$ cat src/rtl/i2c_seq_pkg.sv
// Shared types for the I2C register sequencer: FSM states, byte-list helpers
// and the latched request payload.
package i2c_seq_pkg;

    localparam int unsigned BYTE_W  = 8;
    localparam int unsigned N_BYTES = 4;
    localparam int unsigned IDX_W   = 2;

    localparam logic RW_WRITE = 1'b0;
    localparam logic RW_READ  = 1'b1;

    typedef enum logic [2:0] {
        IDLE,
        START,
        SEND,
        READ,
        STOP,
        WAIT
    } state_e;

    typedef logic [IDX_W-1:0]                idx_t;
    typedef logic [BYTE_W-1:0]               byte_t;
    typedef logic [N_BYTES-1:0][BYTE_W-1:0]  byte_list_t;

    typedef struct packed {
        logic        rw;
        logic [6:0]  dev;
        logic [15:0] reg_addr;
        logic        wide;
        logic [1:0]  len;
        logic [15:0] wdata;
    } req_t;

    // A length of 3 behaves as 2.
    function automatic idx_t eff_len(input logic [1:0] len);
        return (len == 2'd3) ? idx_t'(2) : idx_t'(len);
    endfunction

    // Outgoing bytes in bus order: register address (MSB first), then write data.
    function automatic byte_list_t build_bytes(input req_t r);
        byte_list_t l;
        byte_t      d0;
        byte_t      d1;
        d0 = (eff_len(r.len) == idx_t'(2)) ? r.wdata[15:8] : r.wdata[7:0];
        d1 = r.wdata[7:0];
        if (r.wide) begin
            l = {d1, d0, r.reg_addr[7:0], r.reg_addr[15:8]};
        end else begin
            l = {8'h00, d1, d0, r.reg_addr[7:0]};
        end
        return l;
    endfunction

    // Index of the last byte driven on ctl_tx (reads send address bytes only).
    function automatic idx_t last_tx_idx(input req_t r);
        idx_t data_n;
        data_n = (r.rw == RW_WRITE) ? eff_len(r.len) : idx_t'(0);
        return idx_t'({1'b0, r.wide}) + data_n;
    endfunction

endpackage

$ cat src/rtl/i2c_reg_sequencer_if.sv
// Request/response and controller-handshake signals of the register sequencer.
interface i2c_reg_sequencer_if;
    import i2c_seq_pkg::*;

    logic        req_valid;
    logic        req_ready;
    logic        req_rw;
    logic [6:0]  req_dev_addr;
    logic [15:0] req_reg_addr;
    logic        req_reg_wide;
    logic [1:0]  req_len;
    logic [15:0] req_wdata;

    logic        rsp_valid;
    logic [15:0] rsp_rdata;
    logic        rsp_nack;
    logic        rsp_timeout;

    logic        ctl_start;
    logic        ctl_stop;
    logic        ctl_rwbit;
    logic [6:0]  ctl_periph_addr;
    logic [15:0] ctl_tx;
    logic [15:0] ctl_rx;
    logic        ctl_busy;
    logic        ctl_loading;
    logic        ctl_starting;
    logic        ctl_nack;

    // Sequencer side.
    modport slave (
        input  req_valid, req_rw, req_dev_addr, req_reg_addr, req_reg_wide, req_len, req_wdata,
        output req_ready,
        output rsp_valid, rsp_rdata, rsp_nack, rsp_timeout,
        output ctl_start, ctl_stop, ctl_rwbit, ctl_periph_addr, ctl_tx,
        input  ctl_rx, ctl_busy, ctl_loading, ctl_starting, ctl_nack
    );

    // Requester plus controller side.
    modport master (
        output req_valid, req_rw, req_dev_addr, req_reg_addr, req_reg_wide, req_len, req_wdata,
        input  req_ready,
        input  rsp_valid, rsp_rdata, rsp_nack, rsp_timeout,
        input  ctl_start, ctl_stop, ctl_rwbit, ctl_periph_addr, ctl_tx,
        output ctl_rx, ctl_busy, ctl_loading, ctl_starting, ctl_nack
    );

endinterface

$ cat src/rtl/i2c_seq_watchdog.sv
// Inactivity counter: expires after TIMEOUT_CYCLES enabled cycles without a kick.
module i2c_seq_watchdog #(
    parameter int unsigned TIMEOUT_CYCLES = 2_000_000,
    parameter int unsigned TW             = 21
) (
    input  logic clk,
    input  logic rst_n,
    input  logic en_i,
    input  logic clr_i,
    input  logic kick_i,
    output logic expire_c_o
);

    localparam logic [TW-1:0] LAST = TW'(TIMEOUT_CYCLES - 1);

    logic [TW-1:0] cnt_q;
    logic [TW-1:0] cnt_d;

    // Expiry is independent of clr_i so the caller may derive clr_i from the next state.
    assign expire_c_o = en_i && !kick_i && (cnt_q == LAST);

    always_comb begin
        cnt_d = cnt_q;
        if (clr_i || kick_i || !en_i) begin
            cnt_d = '0;
        end else if (cnt_q != LAST) begin
            cnt_d = cnt_q + TW'(1);
        end
    end

    always_ff @(posedge clk) begin
        if (!rst_n) begin
            cnt_q <= '0;
        end else begin
            cnt_q <= cnt_d;
        end
    end

endmodule

$ cat src/rtl/i2c_reg_sequencer.sv
// Turns one register read/write request into the byte-level start/stop/txBuffer
// handshake of the I2C controller and returns data/status on a response strobe.
module i2c_reg_sequencer
    import i2c_seq_pkg::*;
#(
    parameter int unsigned TIMEOUT_CYCLES = 2_000_000,
    parameter int unsigned TW             = 21
) (
    input  logic                clk,
    input  logic                rst_n,
    i2c_reg_sequencer_if.slave  seq_if
);

    state_e      state_q, state_d;
    req_t        req_c;
    logic        accept_c, last_tx_c, last_rd_c;
    logic        wd_en_c, wd_clr_c, wd_kick_c, wd_expire_c;
    logic        rx_hi_unused_c;

    logic        req_ready_q, req_ready_d;
    logic        ctl_start_q, ctl_start_d;
    logic        ctl_stop_q, ctl_stop_d;
    logic        ctl_rwbit_q, ctl_rwbit_d;
    logic [6:0]  periph_q, periph_d;
    logic [15:0] ctl_tx_q, ctl_tx_d;
    logic        rsp_valid_q, rsp_valid_d;
    logic        rsp_nack_q, rsp_nack_d;
    logic        rsp_timeout_q, rsp_timeout_d;
    logic [15:0] rsp_rdata_q, rsp_rdata_d;

    byte_list_t  bytes_q, bytes_d;
    idx_t        idx_q, idx_d;
    idx_t        last_tx_q, last_tx_d;
    idx_t        rd_last_q, rd_last_d;
    logic        rw_q, rw_d;
    logic [15:0] acc_q, acc_d;
    logic        nack_seen_q, nack_seen_d;
    logic        to_seen_q, to_seen_d;

    assign req_c = '{
        rw:       seq_if.req_rw,
        dev:      seq_if.req_dev_addr,
        reg_addr: seq_if.req_reg_addr,
        wide:     seq_if.req_reg_wide,
        len:      seq_if.req_len,
        wdata:    seq_if.req_wdata
    };

    // Only the low byte of rxBuffer carries data.
    assign rx_hi_unused_c = ^seq_if.ctl_rx[15:8];

    assign accept_c  = (state_q == IDLE) && seq_if.req_valid && req_ready_q;
    assign last_tx_c = (idx_q == last_tx_q);
    assign last_rd_c = (idx_q == rd_last_q);

    assign wd_en_c   = (state_q != IDLE) && (state_q != WAIT);
    assign wd_kick_c = seq_if.ctl_loading || seq_if.ctl_starting;
    assign wd_clr_c  = (state_d != state_q);

    i2c_seq_watchdog #(
        .TIMEOUT_CYCLES (TIMEOUT_CYCLES),
        .TW             (TW)
    ) u_watchdog (
        .clk        (clk),
        .rst_n      (rst_n),
        .en_i       (wd_en_c),
        .clr_i      (wd_clr_c),
        .kick_i     (wd_kick_c),
        .expire_c_o (wd_expire_c)
    );

    always_ff @(posedge clk) begin
        if (!rst_n) begin
            state_q <= IDLE;
        end else begin
            state_q <= state_d;
        end
    end

    // Next state; NACK and watchdog expiry pre-empt byte progress.
    always_comb begin
        state_d = state_q;
        unique case (state_q)
            IDLE: begin
                if (accept_c) state_d = START;
            end
            START, SEND: begin
                if (seq_if.ctl_nack || wd_expire_c) begin
                    state_d = STOP;
                end else if (seq_if.ctl_loading && last_tx_c) begin
                    state_d = (rw_q == RW_READ) ? READ : STOP;
                end else if (seq_if.ctl_loading || seq_if.ctl_starting) begin
                    state_d = SEND;
                end
            end
            READ: begin
                if (seq_if.ctl_nack || wd_expire_c) begin
                    state_d = STOP;
                end else if (seq_if.ctl_loading && last_rd_c) begin
                    state_d = STOP;
                end
            end
            STOP: begin
                if (!seq_if.ctl_busy || wd_expire_c) state_d = WAIT;
            end
            WAIT:    state_d = IDLE;
            default: state_d = IDLE;
        endcase
    end

    // Registered outputs and datapath, decoded from the upcoming state.
    always_comb begin
        req_ready_d   = (state_d == IDLE);
        ctl_start_d   = (state_d == START) || (state_d == SEND) || (state_d == READ);
        ctl_stop_d    = (state_d == STOP);
        ctl_rwbit_d   = (state_d == READ);
        rsp_valid_d   = (state_d == WAIT);
        periph_d      = periph_q;
        ctl_tx_d      = ctl_tx_q;
        rsp_nack_d    = rsp_nack_q;
        rsp_timeout_d = rsp_timeout_q;
        rsp_rdata_d   = rsp_rdata_q;
        bytes_d       = bytes_q;
        idx_d         = idx_q;
        last_tx_d     = last_tx_q;
        rd_last_d     = rd_last_q;
        rw_d          = rw_q;
        acc_d         = acc_q;
        nack_seen_d   = nack_seen_q;
        to_seen_d     = to_seen_q;

        if (accept_c) begin
            bytes_d     = build_bytes(req_c);
            periph_d    = req_c.dev;
            rw_d        = req_c.rw;
            last_tx_d   = last_tx_idx(req_c);
            rd_last_d   = (eff_len(req_c.len) == idx_t'(2)) ? idx_t'(1) : idx_t'(0);
            idx_d       = '0;
            ctl_tx_d    = {8'h00, bytes_d[0]};
            acc_d       = '0;
            nack_seen_d = 1'b0;
            to_seen_d   = 1'b0;
        end

        // Byte consumed by the controller: present the next one.
        if ((state_q == START || state_q == SEND) && (state_d == SEND)
                && seq_if.ctl_loading && !last_tx_c) begin
            idx_d    = idx_q + idx_t'(1);
            ctl_tx_d = {8'h00, bytes_q[idx_q + idx_t'(1)]};
        end

        if (state_d == READ && state_q != READ) begin
            idx_d = '0;
        end

        if (state_q == READ && seq_if.ctl_loading) begin
            if (rd_last_q != idx_t'(0) && idx_q == idx_t'(0)) begin
                acc_d[15:8] = seq_if.ctl_rx[7:0];
            end else begin
                acc_d[7:0] = seq_if.ctl_rx[7:0];
            end
            idx_d = idx_q + idx_t'(1);
        end

        if (wd_en_c && seq_if.ctl_nack) nack_seen_d = 1'b1;
        if (wd_expire_c)                to_seen_d   = 1'b1;

        if (state_d == WAIT && state_q != WAIT) begin
            rsp_nack_d    = nack_seen_d;
            rsp_timeout_d = to_seen_d;
            rsp_rdata_d   = nack_seen_d ? 16'h0000 : acc_d;
        end
    end

    always_ff @(posedge clk) begin
        if (!rst_n) begin
            req_ready_q   <= 1'b0;
            ctl_start_q   <= 1'b0;
            ctl_stop_q    <= 1'b0;
            ctl_rwbit_q   <= 1'b0;
            periph_q      <= '0;
            ctl_tx_q      <= '0;
            rsp_valid_q   <= 1'b0;
            rsp_nack_q    <= 1'b0;
            rsp_timeout_q <= 1'b0;
            rsp_rdata_q   <= '0;
            bytes_q       <= '0;
            idx_q         <= '0;
            last_tx_q     <= '0;
            rd_last_q     <= '0;
            rw_q          <= RW_WRITE;
            acc_q         <= '0;
            nack_seen_q   <= 1'b0;
            to_seen_q     <= 1'b0;
        end else begin
            req_ready_q   <= req_ready_d;
            ctl_start_q   <= ctl_start_d;
            ctl_stop_q    <= ctl_stop_d;
            ctl_rwbit_q   <= ctl_rwbit_d;
            periph_q      <= periph_d;
            ctl_tx_q      <= ctl_tx_d;
            rsp_valid_q   <= rsp_valid_d;
            rsp_nack_q    <= rsp_nack_d;
            rsp_timeout_q <= rsp_timeout_d;
            rsp_rdata_q   <= rsp_rdata_d;
            bytes_q       <= bytes_d;
            idx_q         <= idx_d;
            last_tx_q     <= last_tx_d;
            rd_last_q     <= rd_last_d;
            rw_q          <= rw_d;
            acc_q         <= acc_d;
            nack_seen_q   <= nack_seen_d;
            to_seen_q     <= to_seen_d;
        end
    end

    assign seq_if.req_ready       = req_ready_q;
    assign seq_if.ctl_start       = ctl_start_q;
    assign seq_if.ctl_stop        = ctl_stop_q;
    assign seq_if.ctl_rwbit       = ctl_rwbit_q;
    assign seq_if.ctl_periph_addr = periph_q;
    assign seq_if.ctl_tx          = ctl_tx_q;
    assign seq_if.rsp_valid       = rsp_valid_q;
    assign seq_if.rsp_nack        = rsp_nack_q;
    assign seq_if.rsp_timeout     = rsp_timeout_q;
    assign seq_if.rsp_rdata       = rsp_rdata_q;

endmodule

$ cat src/flat_wrapper.sv
// flat-port wrapper written by rule: the top's interface ports become plain ports
module i2c_reg_sequencer_flat import i2c_seq_pkg::*;
#(
    parameter int unsigned TIMEOUT_CYCLES = 2_000_000,
    parameter int unsigned TW             = 21
)
  (clk, rst_n, seq_if_req_valid, seq_if_req_rw, seq_if_req_dev_addr, seq_if_req_reg_addr, seq_if_req_reg_wide, seq_if_req_len, seq_if_req_wdata, seq_if_req_ready, seq_if_rsp_valid, seq_if_rsp_rdata, seq_if_rsp_nack, seq_if_rsp_timeout, seq_if_ctl_start, seq_if_ctl_stop, seq_if_ctl_rwbit, seq_if_ctl_periph_addr, seq_if_ctl_tx, seq_if_ctl_rx, seq_if_ctl_busy, seq_if_ctl_loading, seq_if_ctl_starting, seq_if_ctl_nack);
  i2c_reg_sequencer_if seq_if_i ();
  input  logic clk;
  input  logic rst_n;
  input wire logic [$bits(seq_if_i.req_valid)-1:0] seq_if_req_valid;
  input wire logic [$bits(seq_if_i.req_rw)-1:0] seq_if_req_rw;
  input wire logic [$bits(seq_if_i.req_dev_addr)-1:0] seq_if_req_dev_addr;
  input wire logic [$bits(seq_if_i.req_reg_addr)-1:0] seq_if_req_reg_addr;
  input wire logic [$bits(seq_if_i.req_reg_wide)-1:0] seq_if_req_reg_wide;
  input wire logic [$bits(seq_if_i.req_len)-1:0] seq_if_req_len;
  input wire logic [$bits(seq_if_i.req_wdata)-1:0] seq_if_req_wdata;
  output wire logic [$bits(seq_if_i.req_ready)-1:0] seq_if_req_ready;
  output wire logic [$bits(seq_if_i.rsp_valid)-1:0] seq_if_rsp_valid;
  output wire logic [$bits(seq_if_i.rsp_rdata)-1:0] seq_if_rsp_rdata;
  output wire logic [$bits(seq_if_i.rsp_nack)-1:0] seq_if_rsp_nack;
  output wire logic [$bits(seq_if_i.rsp_timeout)-1:0] seq_if_rsp_timeout;
  output wire logic [$bits(seq_if_i.ctl_start)-1:0] seq_if_ctl_start;
  output wire logic [$bits(seq_if_i.ctl_stop)-1:0] seq_if_ctl_stop;
  output wire logic [$bits(seq_if_i.ctl_rwbit)-1:0] seq_if_ctl_rwbit;
  output wire logic [$bits(seq_if_i.ctl_periph_addr)-1:0] seq_if_ctl_periph_addr;
  output wire logic [$bits(seq_if_i.ctl_tx)-1:0] seq_if_ctl_tx;
  input wire logic [$bits(seq_if_i.ctl_rx)-1:0] seq_if_ctl_rx;
  input wire logic [$bits(seq_if_i.ctl_busy)-1:0] seq_if_ctl_busy;
  input wire logic [$bits(seq_if_i.ctl_loading)-1:0] seq_if_ctl_loading;
  input wire logic [$bits(seq_if_i.ctl_starting)-1:0] seq_if_ctl_starting;
  input wire logic [$bits(seq_if_i.ctl_nack)-1:0] seq_if_ctl_nack;
  assign seq_if_i.req_valid = seq_if_req_valid;
  assign seq_if_i.req_rw = seq_if_req_rw;
  assign seq_if_i.req_dev_addr = seq_if_req_dev_addr;
  assign seq_if_i.req_reg_addr = seq_if_req_reg_addr;
  assign seq_if_i.req_reg_wide = seq_if_req_reg_wide;
  assign seq_if_i.req_len = seq_if_req_len;
  assign seq_if_i.req_wdata = seq_if_req_wdata;
  assign seq_if_req_ready = seq_if_i.req_ready;
  assign seq_if_rsp_valid = seq_if_i.rsp_valid;
  assign seq_if_rsp_rdata = seq_if_i.rsp_rdata;
  assign seq_if_rsp_nack = seq_if_i.rsp_nack;
  assign seq_if_rsp_timeout = seq_if_i.rsp_timeout;
  assign seq_if_ctl_start = seq_if_i.ctl_start;
  assign seq_if_ctl_stop = seq_if_i.ctl_stop;
  assign seq_if_ctl_rwbit = seq_if_i.ctl_rwbit;
  assign seq_if_ctl_periph_addr = seq_if_i.ctl_periph_addr;
  assign seq_if_ctl_tx = seq_if_i.ctl_tx;
  assign seq_if_i.ctl_rx = seq_if_ctl_rx;
  assign seq_if_i.ctl_busy = seq_if_ctl_busy;
  assign seq_if_i.ctl_loading = seq_if_ctl_loading;
  assign seq_if_i.ctl_starting = seq_if_ctl_starting;
  assign seq_if_i.ctl_nack = seq_if_ctl_nack;
  i2c_reg_sequencer #(.TIMEOUT_CYCLES(TIMEOUT_CYCLES), .TW(TW)) u_core (.clk(clk), .rst_n(rst_n), .seq_if(seq_if_i));
endmodule
$ cat config.mk
export PLATFORM = sky130hd
export DESIGN_NAME = i2c_reg_sequencer_flat
export DESIGN_NICKNAME = d
export VERILOG_FILES = /design/src/rtl/i2c_seq_pkg.sv /design/src/rtl/i2c_reg_sequencer_if.sv /design/src/rtl/i2c_seq_watchdog.sv /design/src/rtl/i2c_reg_sequencer.sv /design/src/flat_wrapper.sv
export SDC_FILE = /design/constraint.sdc
export NUM_CORES = 1
export LEC_CHECK = 0
export CAP_MARGIN = 20
export CORE_UTILIZATION = 40
export CTS_CLUSTER_SIZE = 20
export DETAILED_ROUTE_END_ITERATION = 10
export GPL_TIMING_DRIVEN = 0
export PLACE_DENSITY = 0.67
export SLEW_MARGIN = 40
export SYNTH_ARGS = -nofsm -noshare
export SYNTH_HDL_FRONTEND = slang
export SYNTH_SLANG_ARGS = --single-unit
$ cat constraint.sdc
create_clock -name clk -period 5.6 [get_ports clk]
set_input_delay 1.12 -clock clk [delete_from_list [all_inputs] [get_ports clk]]
set_output_delay 1.12 -clock clk [all_outputs]
set_load 0.1 [all_outputs]
==> reports/results.ini, run 1 <==
[run_status]
outcome=finished clean

[die]
io_pins=112
initial_core_util_pct=41.41
die_area_um2=13640
core_um2=12720
row_count=41
die_x_um=116.8
die_h_um=116.8

[hold_path]
hold_path_class=flop to flop
whs_path_depth=2
hold_path_startpoint=u_core.seq_if.ctl_periph_addr[1]
min_to=u_core.seq_if.ctl_periph_addr[1]

[detailed_routing]
drt_first_pass_iters=5
dr.first_iter.drc_count=395
wl_per_cell_um=16.04
ant_nets=0
viasPerCell=5.408
wirelength_um=14520
drc_errors=0
via_count=4894

[sta]
tightest_slew_ps=849.1
setup_violations=0
skew_ps=7.507
clock.fmax_mhz=338.4
rsz0062_at_grt=false
relSlewSlack_pct=43.39
finalCritPeriodShare_pct=52.77
timing.final.ws_setup_ps=2645
final.min_clock_period_ps=2955
hold_violations=0
final_max_slew_viol_count=0
fin_setup_tns_ps=0
holdWs_ps=449.9

[setup_path]
critPathMaxFanout=9
cpLargestDelayFamily=compound AO/OA/AOI/OAI gates
crit_path_top_delay_cell=a21oi_1
worst_path_largest_cell_delay_ps=720
cp-end-kind=flop
r2r_start=u_core.idx_q[0]
rr_worst_depth=8
cp_num_buf_inv=1
crit_arrival_ps=3260
startpoint_type=primary input
cp_cell_sequence=clkbuf_1, nand4b_1, a21oi_1, nor2_1, a22oi_1, nor2_1, a22o_1
cpMostUsedCell=nor2_1
reg2reg_to=u_core.seq_if.rsp_rdata[5]
worstPathRequired_ps=5900
r2r_slack_ps=2650
critPathKind=primary input to flop

[logic_synthesis]
ys_seq_elements=118
yosysWarnings=0
ys.flop_type=dfxtp_1
synth.cell_area_um2=5269
synth_seq_area_share_pct=44.83
synth-async-reset-ratio_pct=0
synth_edf_count=0
avgSynthCellArea_um2=8.781
synthDistinctLibCells=60
syn_inst=600

[final_layout]
syn_to_final_growth_pct=29.99
layout.area.seq_um2=2362
final_cell_mix=dfxtp_1 (118), nand2_1 (105), clkdlybuf4s50_1 (56)
mostFrequentLayoutCell=dfxtp_1
nFillCells=1169
multi_input_area_um2=2679
drive_gt1_share_pct=14.87
n_antenna_cell=0
final_nets=789

[grt]
first_global_vias=4654
grt_pass1_wl_um=23010
antenna_found_initial=0
grt_max_degree=17
grtUsageTotal_pct=22.19
grt_overflow=0

[run]
max_cap_violations=0

[power]
p_leak_uw=0.002629
peakVddDrop_mv=0.2107
power_density_nw_per_um2=357.1

[clock_network]
clkLatencyLatePin_ps=420
hold_buffers=0
path_clk_slew_ps=50
cts.repair.resized=0
clockRootBuffer=clkbuf_16
cts_buffers=17
cts_tree=built
cts_setup_buffers=0
cts_max_path_buffers=2
cts_max_level=4
cts_sinks=118

[placement]
io_buffers=94
hpwl_um=10250
place_ws_ps=2317
place.gp.congestion=0.8799

[final cells by class]
type                            instances  share of cell area, %
Multi-Input combinational cell        433                  39.11
Sequential cell                       118                  34.49
Clock inverter                         15                  2.302
Clock buffer                           17                  6.211
Tap cell                              172                  3.142
Buffer                                 47                  3.288
Inverter                                9                 0.4932
Timing Repair Buffer                   94                  10.96
[report_power, final]
group,switching [µW],leakage [µW],internal (µW),total (µW)
sequential,26.6,0.000956,887,914
combinational,334,0.00139,131,465
clock,412,0.000287,656,1070
[worst max-delay path by stage]
stage	start	end	slack, ps	depth (start not counted)
after CTS	u_core.idx_q[0]	u_core.seq_if.rsp_rdata[5]	2680	8
final	seq_if_ctl_loading	u_core.seq_if.rsp_rdata[5]	2650	7
after global placement	seq_if_ctl_starting	u_core.u_watchdog.cnt_q[9]	2370	8
after detailed placement	seq_if_ctl_starting	u_core.u_watchdog.cnt_q[8]	2320	8
after global routing	u_core.idx_q[0]	u_core.seq_if.rsp_rdata[5]	2480	8
after floorplan	seq_if_ctl_loading	u_core.seq_if.rsp_rdata[0]	2950	7
[worst min-delay path, delay by kind of cell, from the launching register on]
family,cells,cell delay [ps]
AND/OR/NAND/NOR,1,50
AO/OA/AOI/OAI,1,50
flip-flops,1,300
[metal layers]
| layer | vias to the layer above | global-route usage [%] | part of all wire (%) |
|---|---|---|---|
| met5 | - | 0 | 0 |
| met4 | 0 | 8.439 | 1.7 |
| met3 | 25 | 5.510 | 5.8 |
| met2 | 168 | 36.53 | 47 |
| met1 | 2332 | 28.10 | 45 |
| li1 | 2369 | - | - |
[Yosys cell counts, types with 5 or more instances]
cell      instances  area share [%]
a21oi_1          50             4.7
a22o_1           16             2.7
a22oi_1          15             2.1
and3_1            5            0.59
and4_1            5            0.83
buf_2             9            0.85
buf_4             8             1.1
clkbuf_1         28             2.0
dfxtp_1         118              45
inv_1             9            0.64
mux2i_1          17             3.2
mux4_2            8             3.4
nand2_1         105             7.5
nand3_1          20             1.9
nand4_1           6            0.71
nor2_1           47             3.3
nor3_1           22             2.1
o211ai_1         16             2.3
o21ai_0          19             1.8
xnor2_1           6             1.0
xor2_1           18             3.0
[state kept, by name (all words and copies together) (netlist names)]
register	count
u_core.idx_q	2
u_core.seq_if.ctl_rwbit	1
u_core.to_seen_q	1
u_core.seq_if.ctl_start	1
u_core.rd_last_q	1
u_core.seq_if.rsp_nack	1
u_core.seq_if.ctl_tx	8
u_core.seq_if.ctl_stop	1
u_core.acc_q	16
u_core.state_q	3
u_core.seq_if.ctl_periph_addr	7
u_core.u_watchdog.cnt_q	21
u_core.bytes_q	32
u_core.seq_if.rsp_valid	1
u_core.seq_if.req_ready	1
u_core.last_tx_q	2
u_core.nack_seen_q	1
u_core.seq_if.rsp_timeout	1
u_core.seq_if.rsp_rdata	16
u_core.rw_q	1
[cell families (layout without fill, tap and decap cells)]
family	Yosys count	after routing	share of synthesized area (%)
AOI/OAI and AO/OA	140	140	17.62
muxes	25	25	6.649
xor gates and xnor gates	24	24	3.990
buffers and inverters	56	182	4.916
other	1	8	0.07117
adders and majority gates	3	3	0.7125
DFF	118	118	44.84
and+or+nand+nor	233	233	21.21
[metrics by stage]
step / total power, µW / std cells / util [%] / instance area (µm²)
6_report: 2446 / 905 / 53.84 / 6849
5_1_grt: 2533 / 905 / 53.84 / 6849
4_1_cts: 2449 / 905 / 53.84 / 6849
3_5_place_dp: 1390 / 873 / 49.25 / 6266
3_3_place_gp: 1400 / 873 / 50.71 / 6451
2_1_floorplan: 1260 / 607 / - / 5295
Note: power is estimated with default switching activity, not from simulation.
==> inputs of run 2 (changes only) <==
- clock period: 5.6 -> 2.8 ns (I/O delays scaled with it)
==> run 2 against run 1 <==
  * Core utilization barely moved
  * Clock power rose by 100%
  * Routed wire length rose by 0.64%
  * Hold slack barely moved
  * Sequential share of layout area barely moved
  * Cell count fell by 0.11%
  * Largest cell class unchanged
==> reports/results.ini, run 2 (synthesis results as in run 1) <==
[final_layout]
mostFrequentLayoutCell=dfxtp_1  ; unchanged
multi_input_area_um2=2685  ; was 2679 µm²
reg_top3=u_core.bytes_q x32, u_core.u_watchdog.cnt_q x21  ; unchanged
layout.area.seq_um2=2362  ; unchanged
syn_to_final_growth_pct=30.04  ; was 29.99%
largest_reg_flops=32  ; unchanged
nFillCells=1170  ; was 1,169
largest_register=u_core.bytes_q  ; unchanged
final_cell_mix=dfxtp_1 (118), nand2_1 (105), clkdlybuf4s50_1 (56)  ; unchanged
n_antenna_cell=0  ; unchanged
fin_cells=904  ; was 905
final_nets=788  ; was 789
drive_gt1_share_pct=15.16  ; was 14.87%

[sta]
final.min_clock_period_ps=2618
skew_ps=6.647  ; was 7.507 ps
relSlewSlack_pct=46.43  ; was 43.39%
finalCritPeriodShare_pct=93.49
final_max_slew_viol_count=0  ; unchanged
rsz0062_at_grt=false  ; unchanged
fin_setup_tns_ps=0  ; unchanged
setup_violations=0  ; unchanged
tightest_slew_ps=803.6  ; was 849.1 ps
hold_violations=0  ; unchanged
holdWs_ps=450.0  ; was 449.9 ps
clock.fmax_mhz=382.0

[placement]
place.gp.congestion=0.8799  ; unchanged
dpl.cell_count=873  ; unchanged
hpwl_um=10250  ; unchanged
io_buffers=94  ; unchanged

[power]
peakVddDrop_mv=0.4229  ; was 0.2107 mV
finalPower_uw=4897  ; was 2446 µW
p_leak_uw=0.002629  ; about the same
power_density_nw_per_um2=714.8  ; was 357.1 nW/µm²

[detailed_routing]
wl_per_cell_um=16.16  ; was 16.04 µm
wirelength_um=14610  ; was 14,520 µm
drt_first_pass_iters=5  ; unchanged
met3_length_um=902  ; was 840 µm
viasPerCell=5.475  ; was 5.408
via_count=4949  ; was 4,894
drc_errors=0  ; unchanged
wl_met1_um=6588  ; was 6543 µm
dr_wl_met2_um=6890  ; was 6881 µm
dr.first_iter.drc_count=356  ; was 395
top_layer=met4  ; unchanged
ant_nets=0  ; unchanged

[setup_path]
critPathMaxFanout=10  ; was 9
crit_arrival_ps=2890  ; was 3260 ps
startpoint_type=flop  ; was primary input
cp-end-kind=flop  ; unchanged
critPathKind=flop to flop  ; was primary input to flop
worstPathRequired_ps=3070  ; was 5900 ps

[clock_network]
clockRootBuffer=clkbuf_16  ; unchanged
hold_buffers=0  ; unchanged
cts_sinks=118  ; unchanged
cts_max_level=4  ; unchanged
cts_buffers=17  ; unchanged
path_clk_slew_ps=60  ; was 50 ps
cts_tree=built  ; unchanged
clkLatencyLatePin_ps=420  ; about the same
cts_max_path_buffers=2  ; unchanged

[grt]
grt_pass1_wl_um=23040  ; was 23,010 µm
grt_overflow=0  ; unchanged
grtUsageTotal_pct=22.21  ; was 22.19%
antenna_found_initial=0  ; unchanged
grt_max_degree=17  ; unchanged
first_global_vias=4657  ; was 4,654

[die]
die_h_um=116.8  ; unchanged
initial_core_util_pct=41.41  ; unchanged
core_um2=12720  ; unchanged
row_count=41  ; unchanged
io_pins=112  ; unchanged
die_x_um=116.8  ; unchanged
die_area_um2=13640  ; unchanged

[hold_path]
hold_path_class=flop to flop  ; unchanged

[run]
max_cap_violations=0  ; unchanged

[run_status]
outcome=finished clean  ; unchanged

==> run 2: changes by cell type in the layout (fill, tap and decap cells not counted) <==
cell,previous run,this run
a21oi_1,50,49
nor2_2,0,1
buf_1,1,0
nor2_1,47,46
a21oi_2,1,2
==> run 2: cell type report <==
cell class | instances | area share [%]
multi-input cells | 433 | 39.19
repair buffers | 94 | 10.96
plain buffers | 46 | 3.232
clock buffers | 17 | 6.209
clock inverters | 15 | 2.301
well taps | 172 | 3.141
inverters | 9 | 0.4931
flip-flops and latches | 118 | 34.48
==> run 2: worst paths after layout <==
| kind | from | endpoint | slack [ps] | cells past startpoint |
|---|---|---|---|---|
| worst min register to register | u_core.seq_if.ctl_periph_addr[1] | u_core.seq_if.ctl_periph_addr[1] | 450 | 2 |
| worst max register to register | u_core.idx_q[0] | u_core.seq_if.ctl_tx[7] | 180 | 6 |
| worst min-delay path | u_core.seq_if.ctl_periph_addr[1] | u_core.seq_if.ctl_periph_addr[1] | 450 | 2 |
| worst max-delay path | u_core.idx_q[0] | u_core.seq_if.ctl_tx[7] | 180 | 6 |
==> run 2: report_power, final <==
group / switching [µW] / leakage, µW / internal, µW / total [µW]
sequential: 53.0 / 0.000956 / 1770 / 1830
combinational: 669 / 0.00139 / 263 / 932
clock: 827 / 0.000287 / 1310 / 2140
total: 1550 / 0.00263 / 3350 / 4900
==> run 2: what timing repair did <==
| action | in CTS | in global routing |
|---|---|---|
| endpoints found under the hold margin | 0 | 0 |
| gates cloned | 0 | 0 |
| buffers inserted | 0 | 0 |
| resized for setup | 1 | 1 |
| setup endpoints to repair | 14 | 4 |
==> run 2: stage by stage <==
stage / worst slack (ps) / area, µm² / utilization, %
after CTS: 191.1 / 6849 / 53.84
after detailed placement: -60.19 / 6266 / 49.25
after global placement: 41.71 / 6451 / 50.71
after global routing: 28.77 / 6852 / 53.86
final: 182.3 / 6852 / 53.86
after floorplan: 505.5 / 5295 / -
==> run 2: critical path: stages, from the launching register on <==
cell      delay [ps]
dfxtp_1          400
clkbuf_1         520
inv_1            100
ha_1             690
mux4_2           600
nand2_1           80
a21oi_1           70
==> run 2: routing by layer <==
layer	GRT usage (%)	up-vias
met5	0	-
met4	8.439	0
met3	5.510	25
met2	36.61	208
met1	28.10	2356
li1	-	2360
==> inputs of run 3 (changes only) <==
- SYNTH_HIERARCHICAL: default -> 1
==> run 3 against run 2 <==
  * The run now ends with setup timing left
  * Critical endpoint is now u_core/u_watchdog/cnt_q[7]
  * Via count is 3.0% higher
  * Hold slack worse by 3.0 ps
  * Sequential power hardly changed
  * Core utilization is 2.6 points higher
  * Synthesized cell count is 0.33% lower
  * Critical path type unchanged
==> reports/results.ini, run 3 <==
[die]
initial_core_util_pct=41.49  ; was 41.41%
die_area_um2=14320  ; was 13,640 µm²
core_um2=13350  ; was 12,720 µm²
die_h_um=119.7  ; was 116.8 µm
die_x_um=119.7  ; was 116.8 µm
io_pins=112  ; unchanged
row_count=42  ; was 41

[sta]
hold_violations=0  ; unchanged
fin_setup_tns_ps=-4895  ; was 0 ps
setup_violations=22  ; was 0
tightest_slew_ps=571.6  ; was 803.6 ps
final.min_clock_period_ps=3118  ; was 2618 ps
relSlewSlack_pct=61.90  ; was 46.43%
skew_ps=4.768  ; was 6.647 ps
clock.fmax_mhz=320.7  ; was 382.0 MHz
rsz0062_at_grt=true  ; was false
holdWs_ps=447.0  ; was 450.0 ps
final_max_slew_viol_count=0  ; unchanged
timing.final.ws_setup_ps=-318.5  ; was 182.3 ps
finalCritPeriodShare_pct=111.4  ; was 93.49%

[detailed_routing]
viasPerCell=5.501  ; was 5.475
via_count=5099  ; was 4,949
wl_met1_um=7230  ; was 6588 µm
drc_errors=0  ; unchanged
drt_first_pass_iters=5  ; unchanged
dr.first_iter.drc_count=301  ; was 356
ant_nets=0  ; unchanged
wl_per_cell_um=16.83  ; was 16.16 µm
wirelength_um=15600  ; was 14,610 µm
top_layer=met4  ; unchanged
dr_wl_met2_um=7244  ; was 6890 µm
met3_length_um=839  ; was 902 µm

[logic_synthesis]
ys.flop_type=dfxtp_1  ; unchanged
avgSynthCellArea_um2=9.261  ; was 8.781 µm²
yosysTopAreaCell=dfxtp_1  ; unchanged
synthTopCellsByArea=dfxtp_1 (43%), nand2_1 (5.9%), a21boi_1 (4.6%)  ; was dfxtp_1 (45%), nand2_1 (7.5%), a21oi_1 (4.7%)
synth_edf_count=0  ; unchanged
yosysWarnings=6  ; was 0
synth-async-reset-ratio_pct=0  ; unchanged
synth_seq_area_share_pct=42.66  ; was 44.83%
synth_common_cells=dfxtp_1 (118), nand2_1 (87), a21boi_1 (34)  ; was dfxtp_1 (118), nand2_1 (105), a21oi_1 (50)
synth.cell_area_um2=5538  ; was 5269 µm²
yosysMostFrequentCell=dfxtp_1  ; unchanged
ys_seq_elements=118  ; unchanged
synth_top_area_share_pct=42.66  ; was 44.83%
syn_inst=598  ; was 600
synthDistinctLibCells=71  ; was 60

[clock_network]
cts_buffers=17  ; unchanged
path_clk_slew_ps=60  ; about the same
cts_max_path_buffers=2  ; unchanged
clockRootBuffer=clkbuf_16  ; unchanged
clkLatencyLatePin_ps=420  ; about the same
cts_tree=built  ; unchanged
cts_sinks=118  ; unchanged
cts_max_level=4  ; unchanged

[setup_path]
crit_path_top_delay_cell=o311a_4  ; was ha_1
reg2reg_to=u_core/u_watchdog/cnt_q[7]  ; was u_core.seq_if.ctl_tx[7]
startpoint_type=flop  ; unchanged
worst_path_largest_cell_delay_ps=430  ; was 690 ps
crit_arrival_ps=3470  ; was 2890 ps
r2r_start=u_core/u_watchdog/cnt_q[0]  ; was u_core.idx_q[0]
r2r_slack_ps=-320  ; was 180 ps
critPathMaxFanout=9  ; was 10
worstPathRequired_ps=3150  ; was 3070 ps
rr_worst_depth=13  ; was 6
cp_cell_sequence=ha_1, and4_2, nand2_2, nor3b_4, nor2_2, nand2_1, o311a_4, a311oi_2, a21oi_2, nand4bb_1, buf_8, a2111o_1, o21ai_1  ; was clkbuf_1, inv_1, ha_1, mux4_2, nand2_1, a21oi_1
critPathKind=flop to flop  ; unchanged
cp-end-kind=flop  ; unchanged

[grt]
first_global_vias=4828  ; was 4,657
antenna_found_initial=1  ; was 0
grt_max_degree=17  ; unchanged
grt_overflow=0  ; unchanged
grtUsageTotal_pct=21.83  ; was 22.21%
grt_pass1_wl_um=24320  ; was 23,040 µm

[placement]
hpwl_um=10690  ; was 10,250 µm
place.gp.congestion=0.8344  ; was 0.8799
io_buffers=94  ; unchanged

[final_layout]
nFillCells=1214  ; was 1,170
largest_register=u_core/bytes_q  ; was u_core.bytes_q
final_cell_mix=dfxtp_1 (113), nand2_1 (85), clkdlybuf4s50_1 (56)  ; was dfxtp_1 (118), nand2_1 (105), clkdlybuf4s50_1 (56)
syn_to_final_growth_pct=36.01  ; was 30.04%
largest_reg_flops=32  ; unchanged
mostFrequentLayoutCell=dfxtp_1  ; unchanged
reg_top3=u_core/bytes_q x32, u_core/u_watchdog/cnt_q x21  ; was u_core.bytes_q x32, u_core.u_watchdog.cnt_q x21
drive_gt1_share_pct=24.00  ; was 15.16%
final_nets=806  ; was 788

[hold_path]
min_to=u_core/bytes_q[11]  ; was u_core.seq_if.ctl_periph_addr[1]
hold_path_startpoint=u_core/bytes_q[11]  ; was u_core.seq_if.ctl_periph_addr[1]
hold_path_class=flop to flop  ; unchanged
whs_path_depth=2  ; unchanged

[power]
peakVddDrop_mv=0.5156  ; was 0.4229 mV
p_leak_uw=0.002910  ; was 0.002629 µW
power_density_nw_per_um2=626.5  ; was 714.8 nW/µm²

[run_status]
violations=setup timing
outcome=complete, but fails checks  ; was finished clean

[run]
max_cap_violations=0  ; unchanged

==> run 3: cell types whose count changed after synthesis, moves of 8 or more <==
cell,before,now
a21boi_1,0,34
and2_1,1,20
nor3_1,22,3
nor2_1,47,10
xor2_1,18,4
nand3_1,20,28
o21ai_0,19,31
buf_2,9,17
a21oi_1,50,20
a32o_1,0,16
a22oi_1,15,1
nand2_1,105,87
==> run 3: through the flow <==
| stage | std cells | util, % | total power [µW] | instance area (µm²) | setup slack (ps) |
|---|---|---|---|---|---|
| finish | 927 | 56.43 | 4719 | 7532 | -318.5 |
| global route | 927 | 56.43 | 4879 | 7532 | -502.4 |
| CTS | 919 | 54.55 | 4704 | 7281 | -264.8 |
| detailed placement | 875 | 49.33 | 2704 | 6584 | -967.7 |
| global placement | 875 | 50.75 | 2726 | 6774 | -875.5 |
| floorplan | 605 | - | 2460 | 5613 | -356.3 |
==> run 3: worst max-delay path by stage <==
stage | depth (start not counted) | to | startpoint | slack [ps]
3_3_place_gp | 12 | u_core/u_watchdog/cnt_q[6] | u_core/u_watchdog/cnt_q[7] | -880
2_1_floorplan | 13 | u_core/u_watchdog/cnt_q[7] | u_core/u_watchdog/cnt_q[11] | -360
3_5_place_dp | 12 | u_core/u_watchdog/cnt_q[6] | u_core/u_watchdog/cnt_q[7] | -970
5_1_grt | 14 | u_core/u_watchdog/cnt_q[17] | u_core/u_watchdog/cnt_q[6] | -500
4_1_cts | 13 | u_core/u_watchdog/cnt_q[7] | u_core/u_watchdog/cnt_q[7] | -260
6_report | 13 | u_core/u_watchdog/cnt_q[7] | u_core/u_watchdog/cnt_q[0] | -320
==> run 3: power by group <==
part / internal [µW] / total (µW) / switching (µW)
combinational: 303 / 928 / 625
sequential: 1760 / 1810 / 43.4
clock: 1150 / 1980 / 830
total: 3220 / 4720 / 1500
==> run 3: layer usage <==
layer	global-route usage [%]	vias to the layer above
li1	-	2468
met1	28.90	2444
met2	34.25	162
met3	4.610	25
met4	9.453	0
met5	0	-
==> run 3: layout make-up <==
type | count | area (µm²) | area share (%)
multi-input cells | 425 | 3085 | 40.96
flip-flops and latches | 118 | 2371 | 31.48
repair buffers | 115 | 974.7 | 12.94
clock buffers | 18 | 439.2 | 5.831
plain buffers | 52 | 305.3 | 4.053
well taps | 176 | 220.2 | 2.924
clock inverters | 14 | 103.9 | 1.379
inverters | 8 | 30.03 | 0.3987
diodes | 1 | 2.502 | 0.03322
==> run 3: cells by family after synthesis <==
logic type / Yosys count / share of synthesized area (%)
compound gates: 176 / 23.38
simple gates: 205 / 19.72
fa+ha+maj: 3 / 0.6779
buf+inv: 62 / 5.536
other cells: 1 / 0.06772
flops: 118 / 42.66
xor+xnor: 8 / 1.265
mux: 25 / 6.688
==> run 3: what timing repair did <==
item,in CTS,in global routing
hold endpoints to repair,0,0
gates cloned,0,1
hold buffers,0,0
pin swaps,9,9
setup endpoints to repair,51,34
resized for setup,17,37
buffers inserted,14,6
==> run 3: critical path, delay by kind of cell (launching register included) <==
family | cells | cell delay, ps
buf+inv | 1 | 180
compound gates | 5 | 1090
fa+ha+maj | 1 | 290
flops | 1 | 340
simple gates | 6 | 1140
